$ cat config.mk
export PLATFORM = sky130hd
export DESIGN_NAME = pc_unit
export DESIGN_NICKNAME = d
export VERILOG_FILES = /design/src/rtl/pc_unit.sv
export SDC_FILE = /design/constraint.sdc
export NUM_CORES = 1
export LEC_CHECK = 0
export CAP_MARGIN = 20
export CORE_AREA = 2 2 98 100
export CTS_CLUSTER_DIAMETER = 200
export DETAILED_ROUTE_END_ITERATION = 8
export DIE_AREA = 0 0 100 102
export PLACE_DENSITY = 0.87
export SLEW_MARGIN = 10
export SYNTH_ARGS = -nofsm -noshare
export SYNTH_HDL_FRONTEND = slang
export SYNTH_SLANG_ARGS = --single-unit
export TNS_END_PERCENT = 50
$ cat constraint.sdc
create_clock -name clk -period 3.6 [get_ports clk]
set_clock_uncertainty 0.2 [all_clocks]
set_input_delay 0.72 -clock clk [delete_from_list [all_inputs] [get_ports clk]]
set_output_delay 0.72 -clock clk [all_outputs]
set_load 0.01 [all_outputs]
$ cat src/rtl/pc_unit.sv
`default_nettype none
// ============================================================================
// Module   : pc_unit
// Brief    : Program counter with LIFO call/return stack, zero-flag branches
//            and a single non-nesting level-sensitive interrupt.
// Revision : 1.0 - initial parametrised release
// ============================================================================
module pc_unit #(
   parameter int unsigned     AW      = 10,
   parameter int unsigned     DEPTH   = 8,
   parameter logic [AW-1:0]   IRQ_VEC = AW'(1)
) (
   input  logic                         clk,
   input  logic                         reset,
   input  logic                         en,
   input  logic [2:0]                   op,
   input  logic [AW-1:0]                target,
   input  logic                         z,
   input  logic                         irq,
   output logic [AW-1:0]                pc,
   output logic [AW-1:0]                top,
   output logic [$clog2(DEPTH+1)-1:0]   level,
   output logic                         full,
   output logic                         empty,
   output logic                         err,
   output logic                         in_isr,
   output logic                         irq_ack
);

   localparam int unsigned LW = $clog2(DEPTH + 1);
   localparam int unsigned IW = $clog2(DEPTH);

   localparam logic [2:0] c_OP_NEXT = 3'b000;
   localparam logic [2:0] c_OP_JUMP = 3'b001;
   localparam logic [2:0] c_OP_JZ   = 3'b010;
   localparam logic [2:0] c_OP_JNZ  = 3'b011;
   localparam logic [2:0] c_OP_CALL = 3'b100;
   localparam logic [2:0] c_OP_RET  = 3'b101;
   localparam logic [2:0] c_OP_RETI = 3'b110;
   localparam logic [2:0] c_OP_HOLD = 3'b111;

   logic [AW-1:0] r_stack [DEPTH];
   logic [AW-1:0] r_pc;
   logic [LW-1:0] r_level;
   logic          r_err;
   logic          r_in_isr;
   logic          r_irq_ack;

   logic [AW-1:0] w_pc_nxt;
   logic [AW-1:0] w_pc_inc;
   logic [LW-1:0] w_level_nxt;
   logic          w_err_nxt;
   logic          w_isr_nxt;
   logic          w_ack_nxt;
   logic          w_push;
   logic [AW-1:0] w_push_data;
   logic [IW-1:0] w_push_idx;
   logic [IW-1:0] w_top_idx;
   logic          w_full;
   logic          w_empty;
   logic          w_take_irq;

   assign w_full     = (r_level == LW'(DEPTH));
   assign w_empty    = (r_level == '0);
   assign w_pc_inc   = r_pc + AW'(1);
   assign w_top_idx  = IW'(r_level - LW'(1));
   assign w_push_idx = IW'(r_level);
   // A full stack blocks the interrupt silently; it is retried while irq stays high.
   assign w_take_irq = en && irq && !r_in_isr && !w_full;

   always_comb begin
      w_pc_nxt    = r_pc;
      w_level_nxt = r_level;
      w_err_nxt   = r_err;
      w_isr_nxt   = r_in_isr;
      w_ack_nxt   = 1'b0;
      w_push      = 1'b0;
      w_push_data = '0;
      if (w_take_irq) begin
         w_push      = 1'b1;
         w_push_data = r_pc;
         w_level_nxt = r_level + LW'(1);
         w_pc_nxt    = IRQ_VEC;
         w_isr_nxt   = 1'b1;
         w_ack_nxt   = 1'b1;
      end else if (en) begin
         case (op)
            c_OP_NEXT: w_pc_nxt = w_pc_inc;
            c_OP_JUMP: w_pc_nxt = target;
            c_OP_JZ:   w_pc_nxt = z  ? target : w_pc_inc;
            c_OP_JNZ:  w_pc_nxt = !z ? target : w_pc_inc;
            c_OP_CALL: begin
               if (w_full) begin
                  w_pc_nxt  = w_pc_inc;
                  w_err_nxt = 1'b1;
               end else begin
                  w_push      = 1'b1;
                  w_push_data = w_pc_inc;
                  w_level_nxt = r_level + LW'(1);
                  w_pc_nxt    = target;
               end
            end
            c_OP_RET, c_OP_RETI: begin
               if (w_empty) begin
                  w_pc_nxt  = w_pc_inc;
                  w_err_nxt = 1'b1;
               end else begin
                  w_pc_nxt    = top;
                  w_level_nxt = r_level - LW'(1);
               end
               if (op == c_OP_RETI) w_isr_nxt = 1'b0;
            end
            c_OP_HOLD: w_pc_nxt = r_pc;
            default:   w_pc_nxt = r_pc;
         endcase
      end
   end

   always_ff @(posedge clk or negedge reset) begin
      if (!reset) begin
         r_pc      <= '0;
         r_level   <= '0;
         r_err     <= 1'b0;
         r_in_isr  <= 1'b0;
         r_irq_ack <= 1'b0;
         for (int i = 0; i < int'(DEPTH); i++) r_stack[i] <= '0;
      end else begin
         r_pc      <= w_pc_nxt;
         r_level   <= w_level_nxt;
         r_err     <= w_err_nxt;
         r_in_isr  <= w_isr_nxt;
         r_irq_ack <= w_ack_nxt;
         if (w_push) r_stack[w_push_idx] <= w_push_data;
      end
   end

   assign pc      = r_pc;
   assign level   = r_level;
   assign full    = w_full;
   assign empty   = w_empty;
   assign err     = r_err;
   assign in_isr  = r_in_isr;
   assign irq_ack = r_irq_ack;
   assign top     = w_empty ? '0 : r_stack[w_top_idx];

endmodule
`default_nettype wire

# --- Word level (Yosys, flattened, before mapping) ---
# Index checks and enable logic that the tools add are counted.
totals:
  ff_bits: 97
  inputBits: 18
  out_inout_bits: 29
  word_cells: 88
classes:
  add_sub_neg: 3
  order_cmp: 3
  eq_ne: 13
  mux: 35
  bitwise_logic: 3
  reduce_logical: 18
ops:
  columns: ["operator", "n"]
  rows:
  - ["10-bit 2-to-1 mux", 14]
  - ["80-bit bitwise mux", 1]
  - ["10-bit case mux with 6 select lines", 1]
  - ["10-bit binary-select mux with 3-bit select", 1]
  - ["10-bit demux with 3-bit select", 1]
  - ["4-bit 2-to-1 mux", 4]
  - ["3-bit == test, second input constant", 4]
  - ["1-bit 2-to-1 mux", 11]
  - ["10-bit by 1-bit adder with 10-bit output, second input constant", 1]
  - ["4-bit >= comparator, second input constant", 2]
  - ["3-bit NOT with 4-bit output", 2]
  - ["4-bit case mux with 2 select lines", 1]
  - ["2-bit nonzero test", 4]
  - ["3-bit by 2-bit == test with 1-bit output, second input constant", 2]
  - ["2-bit != test, second input constant", 3]
  - ["3-bit != test, second input constant", 2]
  - ["5-bit AND reduction", 1]
  - ["4-bit by 1-bit adder with 4-bit output, second input constant", 1]
  - ["4-bit == test, second input constant", 1]
  - ["1-bit logical AND", 4]
  - ["4-bit zero test", 1]
  - ["4-bit by 1-bit less-than comparator with 1-bit output, second input constant", 1]
  - ["4-bit AND reduction", 1]
  - ["4-bit by 1-bit subtractor with 4-bit output, second input constant", 1]
  - ["9 further kinds", 10]

# --- Longest topological paths before layout ---
# Gate-level depths: netlist of the first run.
logic_depth:
  depth_word: 10
  mapped_depth: 10
  depth_no_buf: 8

# --- Worst setup path before layout of the first run ---
# Ideal clock, no wire load.
synth_path:
  path_type: "register to output"
  startpoint: "register r_level[0], in the netlist level[0]"
  endpoint: "output top[6]"
  t_arrival_ns: 2.558
  required_time_ns: 2.680
  slack_ns: 0.122
  stages_incl_launch_ff: 9
  path_buffers: 2
  cell_sequence: "dfrtp_1 > inv_1 > buf_1 > ha_1 > xor2_4 > buf_2 > mux4_2 > mux2i_1 > nor2_1"
synth_between:
  elab_chain_cells: 6
  elab_cells_between_ends: 7
  cone_classes: "add/sub (1); mux (4); bitwise (1); reduce/logical (1)"
synth_lines:
  columns: ["item", "line_no", "rtl"]
  rows:
  - ["start: declaration", "44", "logic [LW-1:0] r_level;"]
  - ["start signal: assignment", "129", "r_level <= w_level_nxt;"]
  - ["4-bit by 1-bit subtractor with 4-bit output", null, null]
  - ["3-bit NOT with 4-bit output (not written as such)", "144", "assign top = w_empty ? '0 : r_stack[w_top_idx];"]
  - ["10-bit binary-select mux with 3-bit select", "144", null]
  - ["10-bit 2-to-1 mux (not written as such) (2 in series)", "144", null]
  - ["10-bit 2-to-1 mux *", "144", null]
  - ["end: declaration", "21", "output logic [AW-1:0] top,"]
# Every way passes the cells marked *; elsewhere a longest branch is shown, timed or not. The select of a mux whose other input is x is not followed.

# --- Worst setup path after layout of the first run ---
layout_path:
  startpoint: "register r_level[0], in the netlist level[0]"
  endpoint: "output top[8]"
# Same word-level chain as after synthesis.

==> results of run 1 <==
[cell families (layout without fill, tap and decap cells)]
family / count (synthesis) / after routing / synth area share
muxes: 34 / 34 / 0.105
AOI/OAI and AO/OA: 148 / 148 / 0.173
buffers and inverters: 46 / 111 / 0.0376
adders and majority gates: 5 / 5 / 0.0117
and+or+nand+nor: 185 / 185 / 0.174
xor gates and xnor gates: 13 / 13 / 0.0258
DFF: 97 / 97 / 0.473
[cells in the mapped netlist (2+ instances only)]
cell	n
sky130_fd_sc_hd__a2111oi_0	4
sky130_fd_sc_hd__a21o_1	3
sky130_fd_sc_hd__a21oi_1	51
sky130_fd_sc_hd__a221o_1	3
sky130_fd_sc_hd__a221oi_1	2
sky130_fd_sc_hd__a22oi_1	4
sky130_fd_sc_hd__a31oi_1	11
sky130_fd_sc_hd__and2_1	6
sky130_fd_sc_hd__and3_1	8
sky130_fd_sc_hd__buf_1	2
sky130_fd_sc_hd__buf_2	13
sky130_fd_sc_hd__clkbuf_1	20
sky130_fd_sc_hd__dfrtp_1	97
sky130_fd_sc_hd__ha_1	4
sky130_fd_sc_hd__inv_1	9
sky130_fd_sc_hd__mux2i_1	19
sky130_fd_sc_hd__mux4_1	6
sky130_fd_sc_hd__mux4_2	8
sky130_fd_sc_hd__nand2_1	48
sky130_fd_sc_hd__nand2b_1	3
sky130_fd_sc_hd__nand3_1	20
sky130_fd_sc_hd__nand3b_1	4
sky130_fd_sc_hd__nand4_1	8
sky130_fd_sc_hd__nor2_1	65
sky130_fd_sc_hd__nor2b_1	6
sky130_fd_sc_hd__nor3_1	3
sky130_fd_sc_hd__nor3b_1	2
sky130_fd_sc_hd__o211ai_1	2
sky130_fd_sc_hd__o21ai_0	49
sky130_fd_sc_hd__o221a_2	4
sky130_fd_sc_hd__o221ai_1	4
sky130_fd_sc_hd__or2_2	3
sky130_fd_sc_hd__or3_1	2
sky130_fd_sc_hd__xnor2_1	7
sky130_fd_sc_hd__xor2_1	5
[where the power goes]
group	internal [mW]	total (mW)	switching, mW
Sequential	1.50	1.83	0.335
Clock	0.343	0.783	0.440
Combinational	1.56	3.14	1.57
Total	3.40	5.75	2.35
[final timing paths]
path / cells past startpoint / endpoint / start / slack [ps]
setup / recovery: 8 / top[8] / level[0]$_DFFE_PN0P_ / 30
hold / removal: 1 / err$_DFFE_PN0P_ / reset / 170
setup reg to reg: 9 / r_stack[23]$_DFFE_PN0P_ / level[0]$_DFFE_PN0P_ / 700
hold reg to reg: 1 / err$_DFFE_PN0P_ / err$_DFFE_PN0P_ / 270
max in group asynchronous: 2 / r_stack[1]$_DFFE_PN0P_ / reset / 2310
min in group clk: 1 / err$_DFFE_PN0P_ / err$_DFFE_PN0P_ / 270
[cell type report]
cell class,instances,area (um2)
clock inverter,7,96.3
sequential,97,2430
inverter,10,37.5
clock buffer,9,124
fill,628,2890
tap,111,139
timing repair buffer,85,813
multi-input combinational,385,2580
[repair_timing]
item	in CTS	in global routing
hold buffers	0	0
buffers inserted	7	2
resized for setup	14	9
pin swaps	1	4
endpoints found under the setup margin	9	7
gates cloned	0	1
[through the flow]
stage	power, mW	util	instance area (um2)
2_1_floorplan	3.44	-	5130
3_3_place_gp	4.40	0.641	5840
3_5_place_dp	4.54	0.641	5840
4_1_cts	5.48	0.676	6150
5_1_grt	6.05	0.683	6220
6_report	5.75	0.683	6220
[layer usage]
| metal | wire [um] | part of all wire | global-route usage | vias up |
|---|---|---|---|---|
| met5 | 0 | 0 | 0 | - |
| met2 | 6830 | 0.47 | 0.472 | 316 |
| met4 | 648 | 0.044 | 0.138 | 0 |
| met1 | 5630 | 0.38 | 0.371 | 2256 |
| li1 | - | - | - | 2026 |
| met3 | 1540 | 0.11 | 0.0568 | 56 |
[worst register-to-register path, stage by stage, from the launching register on]
cell and delay [ps]:
sky130_fd_sc_hd__dfrtp_1 400, sky130_fd_sc_hd__inv_2 110, sky130_fd_sc_hd__buf_12 180, sky130_fd_sc_hd__ha_4 170, sky130_fd_sc_hd__nand3b_4 110, sky130_fd_sc_hd__nand2b_1 300, sky130_fd_sc_hd__inv_1 170, sky130_fd_sc_hd__a31o_2 250
sky130_fd_sc_hd__a22oi_1 580, sky130_fd_sc_hd__o21ai_0 260
[registers in the layout, indices dropped and copies added (netlist names)]
signal   flops
r_stack     80
pc          10
level        4
in_isr       1
err          1
irq_ack      1
==> impl_results.rst, run 1 <==
.. list-table::
   :header-rows: 1

   * - Metric
     - Value
   * - MaxCap Viol Count
     - 0
   * - Actual transition at the worst max-transition pin
     - 721 ps
   * - Initial DRC count
     - 455
   * - Setup TNS
     - 0 ps
   * - Portion of the clock cycle consumed by the worst path in the final layout
     - 0.991
   * - Maximum fanout along the worst path
     - 14
   * - Buffer cell driving the clock tree root
     - sky130_fd_sc_hd__clkbuf_8
   * - Outcome
     - complete, no violations
   * - Pins over their slew limit
     - 0
   * - Worst Path Class, Setup
     - flop to output port
   * - Kind of cell adding the most delay to the critical path
     - buffers and inverters
   * - Arrival time of the worst setup path
     - 2650 ps
   * - Standard cell with the maximum stage delay on the critical path
     - sky130_fd_sc_hd__clkdlybuf4s50_1
   * - Routed wire length
     - 14700 um
   * - Average vias per placed instance
     - 6.61
   * - Number of setup violations in the final report
     - 0
   * - Synthesized area per cell
     - 9.72 um2
   * - Ratio of cells with drive above 1 in the final layout
     - 0.155
   * - Number of diodes added for antenna fixing
     - 0
   * - Via count of the first global-routing pass
     - 4529
   * - Standard-cell row count
     - 35
   * - Worst Path Required
     - 2680 ps
   * - RePlAce Congestion
     - 0.899
   * - Most used DFF post-synth
     - sky130_fd_sc_hd__dfrtp_1
   * - Hpwl dp
     - 9240 um
   * - Maximum number of pins on one net before global-route repair
     - 55
   * - Effective utilization at floorplan
     - 0.563
   * - Critical Path Source Type
     - flop
   * - Source-to-sink clock delay at the later pin of the worst-skew pair
     - 380 ps
   * - Delay of the slowest critical-path stage
     - 480 ps
   * - Synth area leader
     - sky130_fd_sc_hd__dfrtp_1
   * - Remaining antenna violation count
     - 0
   * - Place WS
     - 125 ps
   * - Total clock buffers created by CTS
     - 9
   * - Kind of capture point of the worst setup path
     - output port
   * - Via count
     - 4654
   * - Critical path buffers and inverters
     - 4
   * - First-pass GRT wire length
     - 22700 um
   * - Placeable core area
     - 0.00911 mm2
   * - Remaining max-slew budget at the tightest pin
     - 0.519
   * - Die Span Y
     - 102 um
   * - Inst Count DP
     - 678
   * - Die area
     - 0.0102 mm2
   * - Timing-limited maximum frequency
     - 280 MHz
   * - Clock tree from TritonCTS
     - done
   * - Pwr Density
     - 925 mW/mm2
   * - Number of library cell types mapped by synthesis
     - 58
   * - Residual DRC count
     - 0
   * - Horizontal extent of the die
     - 100 um
   * - Initial antenna violation count
     - 0
   * - Worst-path cell chain
     - inv_2, buf_12, ha_4, buf_12, mux4_2, mux2i_4, nor2_1, clkdlybuf4s50_1
   * - IO Count
     - 47
   * - Type of the most critical hold path
     - primary input to async pin
   * - Cell type with the highest occurrence count on the critical path
     - sky130_fd_sc_hd__buf_12
   * - Warnings, synthesis
     - 0
   * - Number of flops mapped to enable cells by yosys
     - 0
   * - Total standard cell area after synthesis
     - 0.00513 mm2
   * - Number of detailed-routing iterations run before antenna repair
     - 5
   * - Clock slew seen by the registers of the worst setup and hold paths
     - 100 ps
   * - Worst hold-check slack
     - 174 ps
   * - Combined global-route utilization of all metal layers
     - 0.288
   * - Maximum clock path buffer count
     - 2
   * - Synthesized net count
     - 550
   * - VDD IR max
     - 0.000356 V
   * - Leading cell types in the layout, fill and taps excluded
     - sky130_fd_sc_hd__dfrtp_1, sky130_fd_sc_hd__nor2_1, sky130_fd_sc_hd__a21oi_1
   * - Number of cells in the finished layout apart from fillers
     - 704
   * - Routed wire length per instance
     - 20.8 um
   * - H-tree depth
     - 3
   * - Count of endpoints failing hold in the final timing report
     - 0
   * - Largest cells by area after synthesis
     - sky130_fd_sc_hd__dfrtp_1, sky130_fd_sc_hd__a21oi_1, sky130_fd_sc_hd__o21ai_0
   * - Number of nets at the end of the flow
     - 610
   * - Async set or reset register ratio after synthesis
     - 1.00
   * - Syn Inst Count
     - 528
   * - Portion of the post-synthesis area used by sequential elements
     - 0.473
   * - Area growth from synthesis to final layout
     - 21.3%
   * - Register bit total from synthesis
     - 97
   * - Count of input and output buffers
     - 46
   * - Sinks on Clock Net
     - 97
   * - Standby leakage power
     - 2.74 nW
   * - Post-route worst setup slack
     - 31.9 ps
   * - Fin crit period
     - 3570 ps
   * - Share of the synthesized area in the top cell type
     - 0.473
   * - Most common library cell in the layout ignoring fill and taps
     - sky130_fd_sc_hd__dfrtp_1
   * - Global-route congestion overflow total
     - 0
(Power assumes the default switching activity.)
==> inputs of run 2 (changes only) <==
--- a/config.mk
+++ b/config.mk
@@ -5,11 +5,13 @@
 export SDC_FILE = /design/constraint.sdc
 export NUM_CORES = 1
 export LEC_CHECK = 0
+export ABC_AREA = 0
 export CAP_MARGIN = 20
 export CORE_AREA = 2 2 98 100
 export CTS_CLUSTER_DIAMETER = 200
 export DETAILED_ROUTE_END_ITERATION = 8
 export DIE_AREA = 0 0 100 102
+export GPL_TIMING_DRIVEN = 0
 export PLACE_DENSITY = 0.87
 export SLEW_MARGIN = 10
 export SYNTH_ARGS = -nofsm -noshare
==> run 2 against run 1 <==
Compared with the run above:
- via count up 2.8%
- non-clock buffer count up 10
- worst setup slack got worse by 10 ps
- clock power rose by 4.2%
- maximum frequency shrank 0.29%
- power increased by 1.3%
- sequential power is essentially flat
- critical path depth grew 2
- die area unchanged
- routed wire length grew 4.7%
- critical path type unchanged
==> impl_results.rst, run 2 (synthesis gave the netlist of run 1 again) <==
.. list-table::
   :header-rows: 1

   * - Metric
     - Value
   * - Effective utilization at floorplan
     - 0.563 (unchanged)
   * - Area growth from synthesis to final layout
     - 20.3% (was 21.3%)
   * - Routed wire length
     - 15300 um (was 14700 um)
   * - Type of the most critical hold path
     - primary input to async pin (unchanged)
   * - Pwr Density
     - 944 mW/mm2 (was 925 mW/mm2)
   * - Average vias per placed instance
     - 6.70 (was 6.61)
   * - Actual transition at the worst max-transition pin
     - 1060 ps (was 721 ps)
   * - Critical Path Source Type
     - flop (unchanged)
   * - Length of routed wiring on met1
     - 5610 um (was 5630 um)
   * - Leading cell types in the layout, fill and taps excluded
     - sky130_fd_sc_hd__dfrtp_1, sky130_fd_sc_hd__nor2_1, sky130_fd_sc_hd__a21oi_1 (unchanged)
   * - First-pass GRT wire length
     - 24300 um (was 22700 um)
   * - RePlAce Congestion
     - 0.900 (was 0.899)
   * - Arrival time of the worst setup path
     - 2660 ps (was 2650 ps)
   * - Most common library cell in the layout ignoring fill and taps
     - sky130_fd_sc_hd__dfrtp_1 (unchanged)
   * - Number of setup violations in the final report
     - 0 (unchanged)
   * - Endpoint of the worst register-to-register path
     - r_stack[19]$_DFFE_PN0P_ (was r_stack[23]$_DFFE_PN0P_)
   * - Ratio of cells with drive above 1 in the final layout
     - 0.153 (was 0.155)
   * - Horizontal extent of the die
     - 100 um (unchanged)
   * - Number of nets at the end of the flow
     - 620 (was 610)
   * - Via count
     - 4784 (was 4654)
   * - Worst Path Required
     - 2680 ps (about the same)
   * - Most flop-heavy register
     - r_stack (unchanged)
   * - FF-to-FF path depth
     - 8 (was 9)
   * - RSZ-0062 raised after global routing
     - yes
   * - Routed wire length per instance
     - 21.5 um (was 20.8 um)
   * - Die Span Y
     - 102 um (unchanged)
   * - Count of endpoints failing hold in the final timing report
     - 0 (unchanged)
   * - Initial DRC count
     - 585 (was 455)
   * - Total clock buffers created by CTS
     - 9 (unchanged)
   * - MaxCap Viol Count
     - 0 (unchanged)
   * - IO Count
     - 47 (unchanged)
   * - Global-route congestion overflow total
     - 0 (unchanged)
   * - Met3 wire length
     - 1500 um (was 1540 um)
   * - Maximum number of pins on one net before global-route repair
     - 62 (was 55)
   * - Standby leakage power
     - 2.71 nW (was 2.74 nW)
   * - Timing-limited maximum frequency
     - 279 MHz (was 280 MHz)
   * - Uppermost signal routing layer after detailed routing
     - met4 (unchanged)
   * - Total of hold buffers inserted after clock tree synthesis
     - 0 (unchanged)
   * - Standard-cell row count
     - 35 (unchanged)
   * - Die area
     - 0.0102 mm2 (unchanged)
   * - Portion of the clock cycle consumed by the worst path in the final layout
     - 0.994 (was 0.991)
   * - Worst Path Class, Setup
     - flop to output port (unchanged)
   * - Residual DRC count
     - 0 (unchanged)
   * - Remaining antenna violation count
     - 0 (unchanged)
   * - Utilization of the core after routing
     - 0.678 (was 0.683)
   * - Max FFs per register
     - 80 (unchanged)
   * - Initial antenna violation count
     - 0 (unchanged)
   * - Reg2reg setup slack
     - 630 ps (was 700 ps)
   * - Buffer cell driving the clock tree root
     - sky130_fd_sc_hd__clkbuf_8 (unchanged)
   * - H-tree depth
     - 3 (unchanged)
   * - Clock tree from TritonCTS
     - done (unchanged)
   * - Kind of capture point of the worst setup path
     - output port (unchanged)
   * - Count of input and output buffers
     - 46 (unchanged)
   * - Remaining max-slew budget at the tightest pin
     - 0.294 (was 0.519)
   * - Routed length on met2
     - 7350 um (was 6830 um)
   * - Via count of the first global-routing pass
     - 4828 (was 4529)
   * - Clock slew seen by the registers of the worst setup and hold paths
     - 110 ps (was 100 ps)
   * - Fin crit period
     - 3580 ps (was 3570 ps)
   * - VDD IR max
     - 0.000415 V (was 0.000356 V)
   * - Number of diodes added for antenna fixing
     - 0 (unchanged)
   * - Maximum clock path buffer count
     - 2 (unchanged)
   * - Pins over their slew limit
     - 0 (unchanged)
   * - Setup TNS
     - 0 ps (unchanged)
   * - Hpwl dp
     - 10100 um (was 9240 um)
   * - Placeable core area
     - 0.00911 mm2 (unchanged)
   * - Combined global-route utilization of all metal layers
     - 0.312 (was 0.288)
   * - Reg2Reg Launch Point
     - level[0]$_DFFE_PN0P_ (unchanged)
   * - Maximum fanout along the worst path
     - 9 (was 14)
   * - Number of detailed-routing iterations run before antenna repair
     - 7 (was 5)
   * - Sinks on Clock Net
     - 97 (unchanged)
   * - Source-to-sink clock delay at the later pin of the worst-skew pair
     - 380 ps (about the same)
   * - Outcome
     - complete, no violations (unchanged)
run 2: changes by cell type in the layout (fill, tap and decap cells not counted), sizes merged, moves of 2 or more:
cell | before | now
clkdlybuf4s50 | 39 | 36
buf | 39 | 32
dlymetal6s2s | 2 | 4
clkinv | 2 | 0
dlygate4sd2 | 4 | 1
clkbuf | 10 | 32
run 2: worst max-delay path: stages (launching register included):
cell and delay [ps]:
sky130_fd_sc_hd__dfrtp_1 420, sky130_fd_sc_hd__inv_2 100, sky130_fd_sc_hd__buf_12 120, sky130_fd_sc_hd__ha_4 160, sky130_fd_sc_hd__xor2_4 210, sky130_fd_sc_hd__buf_4 150
sky130_fd_sc_hd__buf_8 100, sky130_fd_sc_hd__buf_4 200, sky130_fd_sc_hd__mux2i_2 270, sky130_fd_sc_hd__nor2_1 60, sky130_fd_sc_hd__clkdlybuf4s50_1 480
run 2: layer usage:
layer,vias to the layer above,global-route usage
li1,2038,-
met1,2294,0.377
met2,367,0.508
met3,85,0.0711
met4,0,0.204
met5,-,0
run 2: final cells by class:
class                   count  area, um2
well taps                 111        139
flip-flops and latches     97       2430
repair buffers             60        579
inverters                  10       40.0
clock buffers              10        128
multi-input cells         385       2570
plain buffers              35        193
fillers                   652       2940
clock inverters             6       96.3
run 2: through the flow:
step / total power [mW] / instances / area (um2) / hold WS [ps] / worst slack, ps
after floorplan: 3.44 / 528 / 5130 / 224 / 122
after global placement: 4.34 / 685 / 5730 / 241 / -1750
after detailed placement: 4.48 / 686 / 5760 / 252 / -1050
after CTS: 5.67 / 711 / 6150 / 110 / -1.47
after global routing: 6.12 / 714 / 6170 / 130 / -51.3
final: 5.83 / 714 / 6170 / 95.2 / 21.4
run 2: power breakdown:
group / internal (mW) / switching [mW]
clock: 0.402 / 0.414
combinational: 1.54 / 1.64
sequential: 1.50 / 0.331
run 2: worst max-delay path by stage:
| stage | from | end | slack (ps) | depth (start not counted) |
|---|---|---|---|---|
| after floorplan | level[0]$_DFFE_PN0P_ | top[6] | 120 | 8 |
| after global placement | reset | r_stack[26]$_DFFE_PN0P_ | -1750 | 1 |
| after detailed placement | level[0]$_DFFE_PN0P_ | top[6] | -1050 | 9 |
| after CTS | level[0]$_DFFE_PN0P_ | top[6] | -1 | 9 |
| after global routing | level[1]$_DFFE_PN0P_ | top[8] | -50 | 9 |
| final | level[0]$_DFFE_PN0P_ | top[8] | 20 | 10 |
run 2: what timing repair did:
action,in CTS,in global routing
setup endpoints to repair,14,9
gates resized for setup,45,13
pin swaps,1,2
buffers inserted,10,3
==> RTL edit, RTL diff (settings of run 1) <==
Add an input register stage for `target`, without a reset; this delays it by one clock. The other inputs are not delayed to match.
--- a/src/rtl/pc_unit.sv
+++ b/src/rtl/pc_unit.sv
@@ -38,6 +38,12 @@
    localparam logic [2:0] c_OP_RET  = 3'b101;
    localparam logic [2:0] c_OP_RETI = 3'b110;
    localparam logic [2:0] c_OP_HOLD = 3'b111;
+
+   logic [AW-1:0] target_q;
+
+   always_ff @(posedge clk) begin
+      target_q <= target;
+   end
 
    logic [AW-1:0] r_stack [DEPTH];
    logic [AW-1:0] r_pc;
@@ -86,9 +92,9 @@
       end else if (en) begin
          case (op)
             c_OP_NEXT: w_pc_nxt = w_pc_inc;
-            c_OP_JUMP: w_pc_nxt = target;
-            c_OP_JZ:   w_pc_nxt = z  ? target : w_pc_inc;
-            c_OP_JNZ:  w_pc_nxt = !z ? target : w_pc_inc;
+            c_OP_JUMP: w_pc_nxt = target_q;
+            c_OP_JZ:   w_pc_nxt = z  ? target_q : w_pc_inc;
+            c_OP_JNZ:  w_pc_nxt = !z ? target_q : w_pc_inc;
             c_OP_CALL: begin
                if (w_full) begin
                   w_pc_nxt  = w_pc_inc;
@@ -97,7 +103,7 @@
                   w_push      = 1'b1;
                   w_push_data = w_pc_inc;
                   w_level_nxt = r_level + LW'(1);
-                  w_pc_nxt    = target;
+                  w_pc_nxt    = target_q;
                end
             end
             c_OP_RET, c_OP_RETI: begin
Formal check against the unedited RTL: not equivalent (Yosys sat finds a counterexample within 4 cycles, from zero or initial values and one cycle with reset low).
==> RTL edit against run 1 <==
- combinational power decreased by 2%
- non-clock buffer count shrank 8
- hold slack got worse by 0.0034 ns
- setup slack got worse by 0.031 ns
- wire length is 7.3% lower
- cell count fell by 3.1%
- core utilization is 1.5 points higher
- synthesized cell count is 2.8% lower
- synthesized area increased by 3.9%
- design area increased by 2.2%
- sequential share of layout area is 2.3 points higher
- total power fell by 0.12%
- sequential cell count grew 10
- register-to-register slack got worse by 0.33 ns
- critical endpoint is now top[9]
==> RTL edit: results (changes against run 1) <==
metric;value;unit;change
status;complete, no violations;;
hpwl;8.980;mm;-2.8%
gr-usage-all-layers;27.35;%;-1.4 points
grt_max_degree;59;;+7.3%
drt-total-wl;13.58;mm;-7.3%
crit_fanout;10;;-4
synthTopCellsByArea;dfrtp_1 (46%), mux4_2 (8.5%), nor2_1 (4.5%);;
met2_usage;44.75;%;-2.5 points
slew-limit-headroom;39.19;%;-13 points
drive_gt1_share;19.09;%;+3.6 points
drtIter0Drc;312;;-31%
async_reset_ff_share;90.65;%;-9.3 points
grt_pass1_wl;21.45;mm;-5.4%
seq_area_frac_synth;49.31;%;+2.0 points
cp_slowest_stage_delay;0.57;ns;+0.09 ns
place_inst;659;;-2.8%
dr_total_vias;4366;;-6.2%
syn_nets;535;;-2.7%
p_leak;2.763;nW;+0.66%
dpl-instance-area;5957;um^2;+2.0%
synthTopCellsByCount;dfrtp_1 (97), nor2_1 (64), nand2_1 (56), a21oi_1 (47), o21ai_0 (35);;
routed_via_density;6.402;;-3.2%
nets;588;;-3.6%
first_global_vias;4260;;-5.9%
syn_inst;513;;-2.8%
irDropWorstVdd;0.0003881;V;+8.9%
gp_routability_congestion;0.8428;;-6.3%
[RTL edit: changes by cell type after synthesis, sizes merged, moves of 7 or more]
| cell | before | now |
|---|---|---|
| nand3 | 20 | 9 |
| nand2 | 48 | 56 |
| a31oi | 11 | 1 |
| dfxtp | 0 | 10 |
| clkbuf | 20 | 13 |
[RTL edit: timing repair]
item	in CTS	in global routing
buffers inserted	0	6
endpoints found under the setup margin	9	8
gates resized for setup	9	14
cloned	0	1
pin swaps	0	1
[RTL edit: stage by stage]
step | util (%) | setup WS [ns] | setup TNS [ns]
CTS | 68.13 | -0.007255 | -0.009829
global route | 69.84 | -0.03383 | -0.1482
floorplan | - | 0.001124 | 0
detailed placement | 65.40 | 0.1875 | 0
global placement | 65.40 | 0.3128 | 0
finish | 69.84 | 0.0003877 | 0
[RTL edit: metal layers]
layer / wire [um] / up-vias
met5: 0 / -
li1: - / 1950
met1: 5638 / 2172
met4: 419 / 0
met2: 6714 / 204
met3: 810 / 40
[RTL edit: area by class of cell]
| cell class | instances | area share (%) |
|---|---|---|
| clock inverter | 7 | 1.318 |
| timing repair buffer | 77 | 11.53 |
| multi-input combinational | 359 | 40.97 |
| tap | 111 | 2.183 |
| inverter | 12 | 0.7474 |
| clock buffer | 9 | 1.947 |
| sequential | 107 | 41.31 |
[RTL edit: path summary, 6_finish.rpt]
path                            slack [ns]                      end                  from  cells after the start
worst max-delay path                0.0004                   top[9]  level[0]$_DFFE_PN0P_                      8
worst min-delay path                  0.17       in_isr$_DFFE_PN0P_                 reset                      1
worst max register to register        0.37  r_stack[37]$_DFFE_PN0P_  level[0]$_DFFE_PN0P_                      9
worst min register to register        0.27        pc[3]$_DFFE_PN0P_   target_q[3]$_DFF_P_                      1
max in group asynchronous             2.21   r_stack[5]$_DFFE_PN0P_                 reset                      2
min in group clk                      0.27        pc[3]$_DFFE_PN0P_   target_q[3]$_DFF_P_                      1
[RTL edit: logic make-up after synthesis]
family	synth area share [%]
muxes	11.65
DFF	49.31
xor gates and xnor gates	1.479
adders and majority gates	0.9392
and+or+nand+nor	14.04
buffers and inverters	4.484
AOI/OAI and AO/OA	18.10
[RTL edit: where the power goes]
group	switching, mW	leakage, nW	internal, mW
combinational	1.46	1.32	1.61
sequential	0.324	1.34	1.60
clock	0.481	0.103	0.277
